## src/rtl/uart_baud_ctrl.sv

```systemverilog
// uart_baud_ctrl: auto-baud detector for the UART receive path.
// Measures 0x55 sync low pulses, picks a baud code, then enables RX.
module uart_baud_ctrl #(
  parameter int CLK_FREQ    = 100000000,
  parameter int LOCK_PULSES = 4,
  parameter int QUIET_BITS  = 10
) (
  input  logic       clk,
  input  logic       rst,
  input  logic       rx,
  input  logic       relock,
  output logic [2:0] baud_set,
  output logic       rx_en,
  output logic       locked,
  output logic       lock_done
);

  localparam int N0 = CLK_FREQ / 9600;
  localparam int N1 = CLK_FREQ / 19200;
  localparam int N2 = CLK_FREQ / 38400;
  localparam int N3 = CLK_FREQ / 57600;
  localparam int N4 = CLK_FREQ / 115200;

  localparam int WW = 17;
  localparam int TW = $clog2(QUIET_BITS * N0 + 1);

  localparam logic [WW-1:0] TH0  = WW'((N0 + N1) / 2);
  localparam logic [WW-1:0] TH1  = WW'((N1 + N2) / 2);
  localparam logic [WW-1:0] TH2  = WW'((N2 + N3) / 2);
  localparam logic [WW-1:0] TH3  = WW'((N3 + N4) / 2);
  localparam logic [WW-1:0] WMIN = WW'(3 * N4 / 4);
  localparam logic [WW-1:0] WMAX = WW'(5 * N0 / 4);

  localparam logic [TW-1:0] QL0 = TW'(QUIET_BITS * N0 - 1);
  localparam logic [TW-1:0] QL1 = TW'(QUIET_BITS * N1 - 1);
  localparam logic [TW-1:0] QL2 = TW'(QUIET_BITS * N2 - 1);
  localparam logic [TW-1:0] QL3 = TW'(QUIET_BITS * N3 - 1);
  localparam logic [TW-1:0] QL4 = TW'(QUIET_BITS * N4 - 1);

  localparam logic [2:0] LP = 3'(LOCK_PULSES);

  typedef enum logic [2:0] {
    HUNT,
    LOW,
    CHECK,
    QUIET,
    LOCKED
  } state_t;

  state_t        state;
  logic          s1, rs, rs_prev;
  logic          fall, rise;
  logic [WW-1:0] w;
  logic [TW-1:0] timer, qlim;
  logic [2:0]    match_cnt, cand, code, cnt_nx;
  logic          w_ok;

  // Two-flop synchronizer plus edge history; idle line is high
  always_ff @(posedge clk or posedge rst) begin
    if (rst) begin
      s1      <= 1'b1;
      rs      <= 1'b1;
      rs_prev <= 1'b1;
    end else begin
      s1      <= rx;
      rs      <= s1;
      rs_prev <= rs;
    end
  end

  assign fall  = rs_prev & ~rs;
  assign rise  = ~rs_prev & rs;
  assign rx_en = locked;

  // Classify the measured width and compute the next match count
  always_comb begin
    w_ok = (w >= WMIN) && (w <= WMAX);
    if (w >= TH0)      code = 3'd0;
    else if (w >= TH1) code = 3'd1;
    else if (w >= TH2) code = 3'd2;
    else if (w >= TH3) code = 3'd3;
    else               code = 3'd4;
    if (match_cnt == 3'd0 || code == cand)
      cnt_nx = match_cnt + 3'd1;
    else
      cnt_nx = 3'd1;
  end

  // Quiet window length for the candidate code
  always_comb begin
    qlim = QL4;
    unique case (cand)
      3'd0:    qlim = QL0;
      3'd1:    qlim = QL1;
      3'd2:    qlim = QL2;
      3'd3:    qlim = QL3;
      default: qlim = QL4;
    endcase
  end

  // Measurement / lock state machine with registered outputs
  always_ff @(posedge clk or posedge rst) begin
    if (rst) begin
      state     <= HUNT;
      match_cnt <= 3'd0;
      cand      <= 3'd0;
      w         <= '0;
      timer     <= '0;
      baud_set  <= 3'd0;
      locked    <= 1'b0;
      lock_done <= 1'b0;
    end else if (relock) begin
      state     <= HUNT;
      match_cnt <= 3'd0;
      w         <= '0;
      timer     <= '0;
      locked    <= 1'b0;
      lock_done <= 1'b0;
    end else begin
      lock_done <= 1'b0;
      unique case (state)
        HUNT: begin
          if (fall) begin
            w     <= WW'(1);
            state <= LOW;
          end
        end
        LOW: begin
          if (rise)
            state <= CHECK;
          else if (w != '1)
            w <= w + 1'b1;
        end
        CHECK: begin
          timer <= '0;
          if (!w_ok) begin
            match_cnt <= 3'd0;
            state     <= HUNT;
          end else begin
            cand      <= code;
            match_cnt <= cnt_nx;
            state     <= (cnt_nx == LP) ? QUIET : HUNT;
          end
        end
        QUIET: begin
          if (!rs) begin
            timer <= '0;
          end else if (timer == qlim) begin
            baud_set  <= cand;
            locked    <= 1'b1;
            lock_done <= 1'b1;
            state     <= LOCKED;
          end else begin
            timer <= timer + 1'b1;
          end
        end
        LOCKED: begin
        end
        default: state <= HUNT;
      endcase
    end
  end

endmodule

```

## config.mk

```make
export PLATFORM = sky130hd
export DESIGN_NAME = uart_baud_ctrl
export DESIGN_NICKNAME = d
export VERILOG_FILES = /design/src/rtl/uart_baud_ctrl.sv
export SDC_FILE = /design/constraint.sdc
export NUM_CORES = 1
export LEC_CHECK = 0
export ABC_AREA = 1
export BUFFER_PORTS_ARGS = -buffer_cell sky130_fd_sc_hd__buf_2
export CELL_PAD_IN_SITES_DETAIL_PLACEMENT = 1
export CELL_PAD_IN_SITES_GLOBAL_PLACEMENT = 1
export CORE_MARGIN = 4
export CORE_UTILIZATION = 35
export CTS_CLUSTER_SIZE = 16
export DETAILED_ROUTE_END_ITERATION = 7
export MAX_ROUTING_LAYER = met4
export PLACE_DENSITY_LB_ADDON = 0.1
export SLEW_MARGIN = 20
export SYNTH_ARGS = -nofsm -noshare
export SYNTH_HDL_FRONTEND = slang
export SYNTH_SLANG_ARGS = --single-unit
export TNS_END_PERCENT = 1
```

## constraint.sdc

```tcl
create_clock -name clk -period 2.2 [get_ports clk]
set_clock_uncertainty 0.05 [all_clocks]
set_input_delay 0.44 -clock clk [delete_from_list [all_inputs] [get_ports clk]]
set_output_delay 0.44 -clock clk [all_outputs]
set_load 0.02 [all_outputs]
```

==> metrics.md, run 1 <==
| Metric | Value |
|---|---|
| Outcome | finished with violations |
| Violated checks | negative setup slack |
| Number of placed instances, taps included | 714 |
| Crit start category | flip-flop |
| Count of cell types in the netlist | 42 |
| First-iteration detailed-routing DRC count | around 260 |
| Clk Tree Root Cell | sky130_fd_sc_hd__clkbuf_8 |
| GR Util All Layers | between 20% and 30% |
| Post-Synthesis Cell Area | about 3700 um2 |
| Clk slew on worst S/H paths | roughly 0.11 ns |
| Count of endpoints failing setup in the final report | 23 |
| First-pass detailed-route iteration total | 5 |
| Total congestion overflow | 0 |
| Ratio of final minimum period to clock period | 106% |
| Final-report max-slew violation count | 0 |
| Post-CTS Hold Fix Bufs | 0 |
| Post-layout power | between 2000 and 2500 uW |
| Post-synthesis sequential element count | just over 50 |
| Count of standard-cell rows | 37 |
| Fin Hold WS | 0.0261 ns |
| Width of the die | 111 um |
| Final Hold Vio Count | 0 |
| Setup slack of the most critical reg-to-reg path | -0.14 ns |
| Avg Vias per Cell | 5.20 |
| TritonCTS clock tree | done |
| Nets | between 600 and 700 |
| Final instance count without filler cells | 739 |
| Total leakage power | roughly 0.0021 uW |
| Core region area | around 10000 um2 |
| Final GP Congestion | roughly 0.91 |
| Maximum number of pins on one net before global-route repair | 39 |
| Critical Path Sink Type | flip-flop |
| PwrDens | 535 nW/um2 |
| Clock Path Buffers | 2 |
| Capture instance of the worst register-to-register path | timer[0] |
| Share of layout cells above drive strength 1 | 24.7% |
| Worst IR drop on VDD | 0.379 mV |
| Average instance area after synthesis | slightly below 7 um2 |
| Cell count after synthesis | roughly 540 |
| Port bufs | 9 |
| Worst Slack Setup Final | -0.143 ns |
| Worst reg-to-reg path cell count | 15 |
| Antenna diode count | 0 |
| Least-Margin Pin Slew | 0.508 ns |
| Sum of routed wire length over all layers | between 10000 and 15000 um |
| Synth Net Count | about 550 |
| Number of placed I/O pins | 10 |
| Number of antenna violations at the first check in global routing | 0 |
| Initial Util | 35.8% |
| Clock H-tree levels | 2 |
| Post-route antenna net violation count | 0 |
| Clock sinks | 51 |
| Synthesis-to-finish area growth | 25.6% |
| Wire length per cell | around 17 um |
| Hold/Removal Path Class | in -> async |
| Die ar. | 12200 um2 |
| Post-route DRC | 0 |
| Worst slack, placed | -0.138 ns |
| Number of buffers inserted during clock tree synthesis | 5 |
| Vias in the first global route | between 3000 and 4000 |
| Source of the worst register-to-register timing path | cand[2] |
| Later-pin clock latency in the skew report | ~0.31 ns |
| Count of warnings emitted by yosys | 0 |
| Timing-limited maximum frequency | between 400 and 500 MHz |
| Unrepaired setup endpoints after global routing | yes |
| Worst path required time | between 2 and 2.5 ns |
| Post-layout min period | about 2.3 ns |
| Vias post-DR | 3846 |
| Maximum fanout along the worst path | 6 |
| Max-Cap Viols | 0 |
| Die boundary height | 111 um |
| Final core utilization | between 40 and 50% |
| First-pass GRT wire length | 20000 um |
| Arr. time, crit path | around 2.5 ns |
| Share of the yosys chip area belonging to registers | about a third |
| HPWL after detailed placement | around 9500 um |
| Headroom to the max-slew limit | 65.8% |
| Startpoint-to-endpoint class of the critical path | reg -> reg |
[area by class of cell]
| cell class | instances | area (um2) |
|---|---|---|
| Clock inverter | 2 | 16.3 |
| Clock buffer | 6 | 72.6 |
| Multi-Input combinational cell | 403 | 2170 |
| Inverter | 65 | 249 |
| Timing Repair Buffer | 76 | 659 |
| Fill cell | 1332 | 5660 |
| Sequential cell | 51 | 1280 |
| Tap cell | 136 | 170 |
[logic make-up (layout without fill, tap and decap cells)]
group	count (synthesis)	count (layout)	synth area share [%]
buf+inv	81	149	9.08
simple gates	302	302	36.7
compound gates	81	81	14.0
fa+ha+maj	6	6	2.04
xor+xnor	14	14	3.33
flops	51	51	34.8
[worst max-delay path by stage]
stage	start	endpoint	slack (ns)	cells past startpoint
after floorplan	w[1]	w[7]	0.002	14
after global placement	w[0]	w[15]	-0.04	15
after detailed placement	w[0]	w[13]	-0.14	14
after CTS	w[0]	w[15]	-0.14	15
after global routing	w[0]	w[9]	-0.27	14
final	cand[2]	timer[0]	-0.14	15
[metal layers]
metal / wire length [um] / global-route usage (%) / vias up
met5: 0 / - / -
met2: 5730 / 32.7 / 39
met3: 284 / 2.19 / 11
li1: - / - / 1902
met4: 121 / 2.87 / 0
met1: 6320 / 28.8 / 1894
[layout by cell type, fill, tap and decap left out, drive strengths merged, types with 9 or more instances in the layout]
cell type and count:
a21oi 20, buf 73, clkbuf 9, dfrtp 48, inv 65, nand2 131
nand3 53, nand4 16, nor2 73, nor3 18, o21ai 41, xor2 13
[Yosys cell counts (all sizes together)]
library cell / n / area, um2
clkinv: 1 / 3.75
nor3: 18 / 100
o21ai: 41 / 254
a21oi: 20 / 100
o22ai: 6 / 51.3
xnor2: 1 / 8.76
nor4: 7 / 43.8
or2: 4 / 25.0
dfrtp: 48 / 1200
o211a: 1 / 10.0
a2111oi: 1 / 8.76
clkbuf: 9 / 33.8
nand4: 16 / 106
o21bai: 1 / 7.51
inv: 64 / 240
a21boi: 1 / 7.51
dfstp: 3 / 78.8
xor2: 13 / 114
nor2: 73 / 292
o211ai: 5 / 37.5
nand3: 53 / 270
ha: 6 / 75.1
o311ai: 1 / 8.76
nand2: 131 / 514
a31oi: 1 / 6.26
buf: 7 / 56.3
a22oi: 2 / 15.0
o31ai: 1 / 7.51
[sequential cells by signal, summed over array words and instances, names as in the netlist]
register / flops
rs: 1
lock_done: 1
rs_prev: 1
locked: 1
timer: 17
w: 17
s1: 1
cand: 3
state: 3
match_cnt: 3
baud_set: 3
[metrics by stage]
step           setup TNS (ns)  cell area (um2)
6_report                -2.01             4620
5_1_grt                 -7.69             4620
4_1_cts                 -1.80             4330
3_5_place_dp            -1.37             4220
3_3_place_gp          -0.0421             4220
2_1_floorplan               0             3690
[worst max-delay path, stage by stage (launching register included)]
cell and delay [ns]:
sky130_fd_sc_hd__dfrtp_2 0.47, sky130_fd_sc_hd__inv_4 0.08, sky130_fd_sc_hd__nand2_2 0.07, sky130_fd_sc_hd__nor2_4 0.18, sky130_fd_sc_hd__inv_2 0.08, sky130_fd_sc_hd__nand2_2 0.07, sky130_fd_sc_hd__nand2_1 0.05, sky130_fd_sc_hd__nor2_1 0.11
sky130_fd_sc_hd__o211ai_1 0.13, sky130_fd_sc_hd__nor2_2 0.19, sky130_fd_sc_hd__nand3_4 0.13, sky130_fd_sc_hd__o22ai_4 0.22, sky130_fd_sc_hd__buf_12 0.17, sky130_fd_sc_hd__clkbuf_16 0.15, sky130_fd_sc_hd__nand2_1 0.06, sky130_fd_sc_hd__o21ai_2 0.06
[report_power, final]
group	total, uW	switching (uW)	leakage (uW)	internal, uW
sequential	1000	28.3	0.000697	973
clock	584	354	0.0000418	230
combinational	884	490	0.00135	394
[what timing repair did]
item	in CTS	in global routing
endpoints found under the setup margin	35	46
setup buffers	1	11
hold endpoints to repair	0	0
pin swaps	0	7
gates cloned	0	5
gates resized for setup	6	34
Note: power is estimated with default switching activity, not from simulation.
==> run 2, diff against run 1 <==
BUFFER_PORTS_ARGS = default   (was -buffer_cell sky130_fd_sc_hd__buf_2)
DONT_BUFFER_PORTS = 1   (was default)
==> run 2 against run 1 <==
Compared with the run above:
- the run still ends with negative setup slack left
- sequential share of layout area up 1.6 points
- first-iteration DRC count shrank 46%
- die area is the same
- design area is 5.4% lower
- largest power group unchanged
==> metrics.md, run 2 (synthesis gave the netlist of run 1 again) <==
| Metric | Value |
|---|---|
| Outcome | finished with violations |
| Violated checks | negative setup slack |
| Setup crit end | w[11] |
| Source of the worst register-to-register timing path | w[0] |
| Headroom to the max-slew limit | 60.9% (-4.9 points) |
| Number of placed I/O pins | 10 (unchanged) |
| Width of the die | 111 um (unchanged) |
| Unrepaired setup endpoints after global routing | yes |
| Crit start category | flip-flop |
| Die boundary height | 111 um (unchanged) |
| Wire length per cell | 16.9 um (+0.16%) |
| Count of endpoints failing setup in the final report | 11 (-52%) |
| Post-CTS Hold Fix Bufs | 0 (unchanged) |
| Sum of routed wire length over all layers | 12100 um (-3.1%) |
| Least-Margin Pin Slew | 0.586 ns (+0.0775 ns) |
| Maximum fanout along the worst path | 5 (-1) |
| Leading cell type in the layout, fill and taps excluded | sky130_fd_sc_hd__nand2_1 |
| Later-pin clock latency in the skew report | 0.32 ns (about the same) |
| Final Hold Vio Count | 0 (unchanged) |
| Total congestion overflow | 0 (unchanged) |
| TritonCTS clock tree | done |
| Count of standard-cell rows | 37 (unchanged) |
| HPWL after detailed placement | 9570 um (+0.45%) |
| First-pass detailed-route iteration total | 4 (-1) |
| Worst Slack Setup Final | -0.0774 ns (+0.0654 ns) |
| Cell area after layout | 4370 um2 (-5.4%) |
| Worst IR drop on VDD | 0.363 mV (-4.2%) |
| Share of layout cells above drive strength 1 | 20.7% (-4.0 points) |
| Timing startpoint of the critical path | w[0] |
| Antenna diode count | 0 (unchanged) |
| Biggest regs | timer (17), w (17) |
| Number of antenna violations at the first check in global routing | 0 (unchanged) |
| Most frequent cells in the layout | 121 x sky130_fd_sc_hd__nand2_1, 67 x sky130_fd_sc_hd__nor2_1, 56 x sky130_fd_sc_hd__inv_1 |
| Core region area | 10300 um2 (unchanged) |
| Fin Setup TNS | -0.475 ns (+1.54 ns) |
| PwrDens | 538 nW/um2 (+0.60%) |
| GR Util All Layers | 20.4% (-0.022 points) |
| Timing-limited maximum frequency | 439 MHz (+2.9%) |
| Hold/Removal Path Class | in -> async |
| Final-report max-slew violation count | 0 (unchanged) |
| Port bufs | 0 (-9) |
| First-iteration detailed-routing DRC count | 141 (-46%) |
| Avg Vias per Cell | 5.27 (+1.3%) |
| Final core utilization | 42.5% (-2.4 points) |
| Final GP Congestion | 0.913 (-0.15%) |
| Worst path required time | 2.35 ns (-0.04 ns) |
| Synthesis-to-finish area growth | 18.8% |
| Post-route antenna net violation count | 0 (unchanged) |
| Standard cell area after detailed placement | 4150 um2 (-1.7%) |
| Initial Util | 35.8% (unchanged) |
| Maximum number of pins on one net before global-route repair | 26 (-33%) |
| Die ar. | 12200 um2 (unchanged) |
| Clk slew on worst S/H paths | 0.12 ns (about the same) |
| Setup slack of the most critical reg-to-reg path | -0.08 ns (+0.07 ns) |
| Number of buffers inserted during clock tree synthesis | 5 (unchanged) |
| Vias post-DR | 3768 (-2.0%) |
| Worst reg-to-reg path cell count | 14 (-1) |
| Clk Tree Root Cell | sky130_fd_sc_hd__clkbuf_8 |
| Nets | 588 (-3.9%) |
| Clock sinks | 51 (unchanged) |
| First-pass GRT wire length | 19900 um (-0.21%) |
| Startpoint-to-endpoint class of the critical path | reg -> reg |
| Max-Cap Viols | 0 (unchanged) |
| Capture instance of the worst register-to-register path | w[11] |
| Critical Path Sink Type | flip-flop |
| Total leakage power | 0.00194 uW (-7.2%) |
| Clock Path Buffers | 2 (unchanged) |
| Arr. time, crit path | 2.43 ns (-0.11 ns) |
| Post-route DRC | 0 (unchanged) |
| Post-layout min period | 2.28 ns (-0.0654 ns) |
| Clock H-tree levels | 2 (unchanged) |
| Ratio of final minimum period to clock period | 104% (-3.0 points) |
| Vias in the first global route | 3769 (-2.9%) |
-- run 2: metal layers --
layer  vias to the layer above  GRT usage (%)  wire length, um
li1                       1851              -                -
met1                      1859           28.9             5990
met2                        47           32.2             5630
met3                        11           2.14              352
met4                         0           3.45              100
met5                         -              -                0
-- run 2: layout make-up --
class / instances / area [um2]
fillers: 1359 / 5910
multi-input cells: 403 / 2150
flip-flops and latches: 51 / 1280
repair buffers: 52 / 424
inverters: 65 / 246
well taps: 136 / 170
clock buffers: 5 / 68.8
clock inverters: 3 / 22.5
-- run 2: through the flow --
| stage | std cells | hold slack, ns | total power (uW) | setup WS (ns) |
|---|---|---|---|---|
| after floorplan | 535 | 0.295 | 1420 | 0.00232 |
| after global placement | 703 | 0.296 | 1650 | -0.0372 |
| after detailed placement | 703 | 0.298 | 1670 | -0.162 |
| after CTS | 711 | 0.0245 | 2280 | -0.0816 |
| after global routing | 715 | 0.0383 | 2500 | -0.216 |
| final | 715 | 0.00510 | 2350 | -0.0774 |
-- run 2: report_power, final --
| group | internal, uW | switching, uW |
|---|---|---|
| Combinational | 290 | 461 |
| Clock | 232 | 366 |
| Sequential | 973 | 27.9 |
| Total | 1490 | 855 |
-- run 2: timing repair --
action | in CTS | in global routing
setup endpoints to repair | 23 | 44
gates resized for setup | 10 | 21
pin swaps | 0 | 3
setup buffers | 0 | 3
cloned | 0 | 1
-- run 2: critical path, stage by stage (launching register included) --
cell and delay, ns:
sky130_fd_sc_hd__dfrtp_1 0.40, sky130_fd_sc_hd__ha_2 0.20, sky130_fd_sc_hd__nand2_2 0.07, sky130_fd_sc_hd__nor2_2 0.04, sky130_fd_sc_hd__inv_2 0.08, sky130_fd_sc_hd__nor4_4 0.04, sky130_fd_sc_hd__nand3_1 0.10, sky130_fd_sc_hd__nor2_1 0.06
sky130_fd_sc_hd__ha_2 0.18, sky130_fd_sc_hd__o311ai_4 0.28, sky130_fd_sc_hd__nand2_2 0.13, sky130_fd_sc_hd__buf_6 0.16, sky130_fd_sc_hd__buf_4 0.13, sky130_fd_sc_hd__o22ai_1 0.19, sky130_fd_sc_hd__a21oi_1 0.06
-- run 2: worst min path at each step --
stage | start | endpoint | slack [ns]
after floorplan | s1 | rs | 0.30
after global placement | s1 | rs | 0.30
after detailed placement | s1 | rs | 0.30
after CTS | rst | w[15] | 0.02
after global routing | rst | w[10] | 0.04
final | rst | w[15] | 0.005
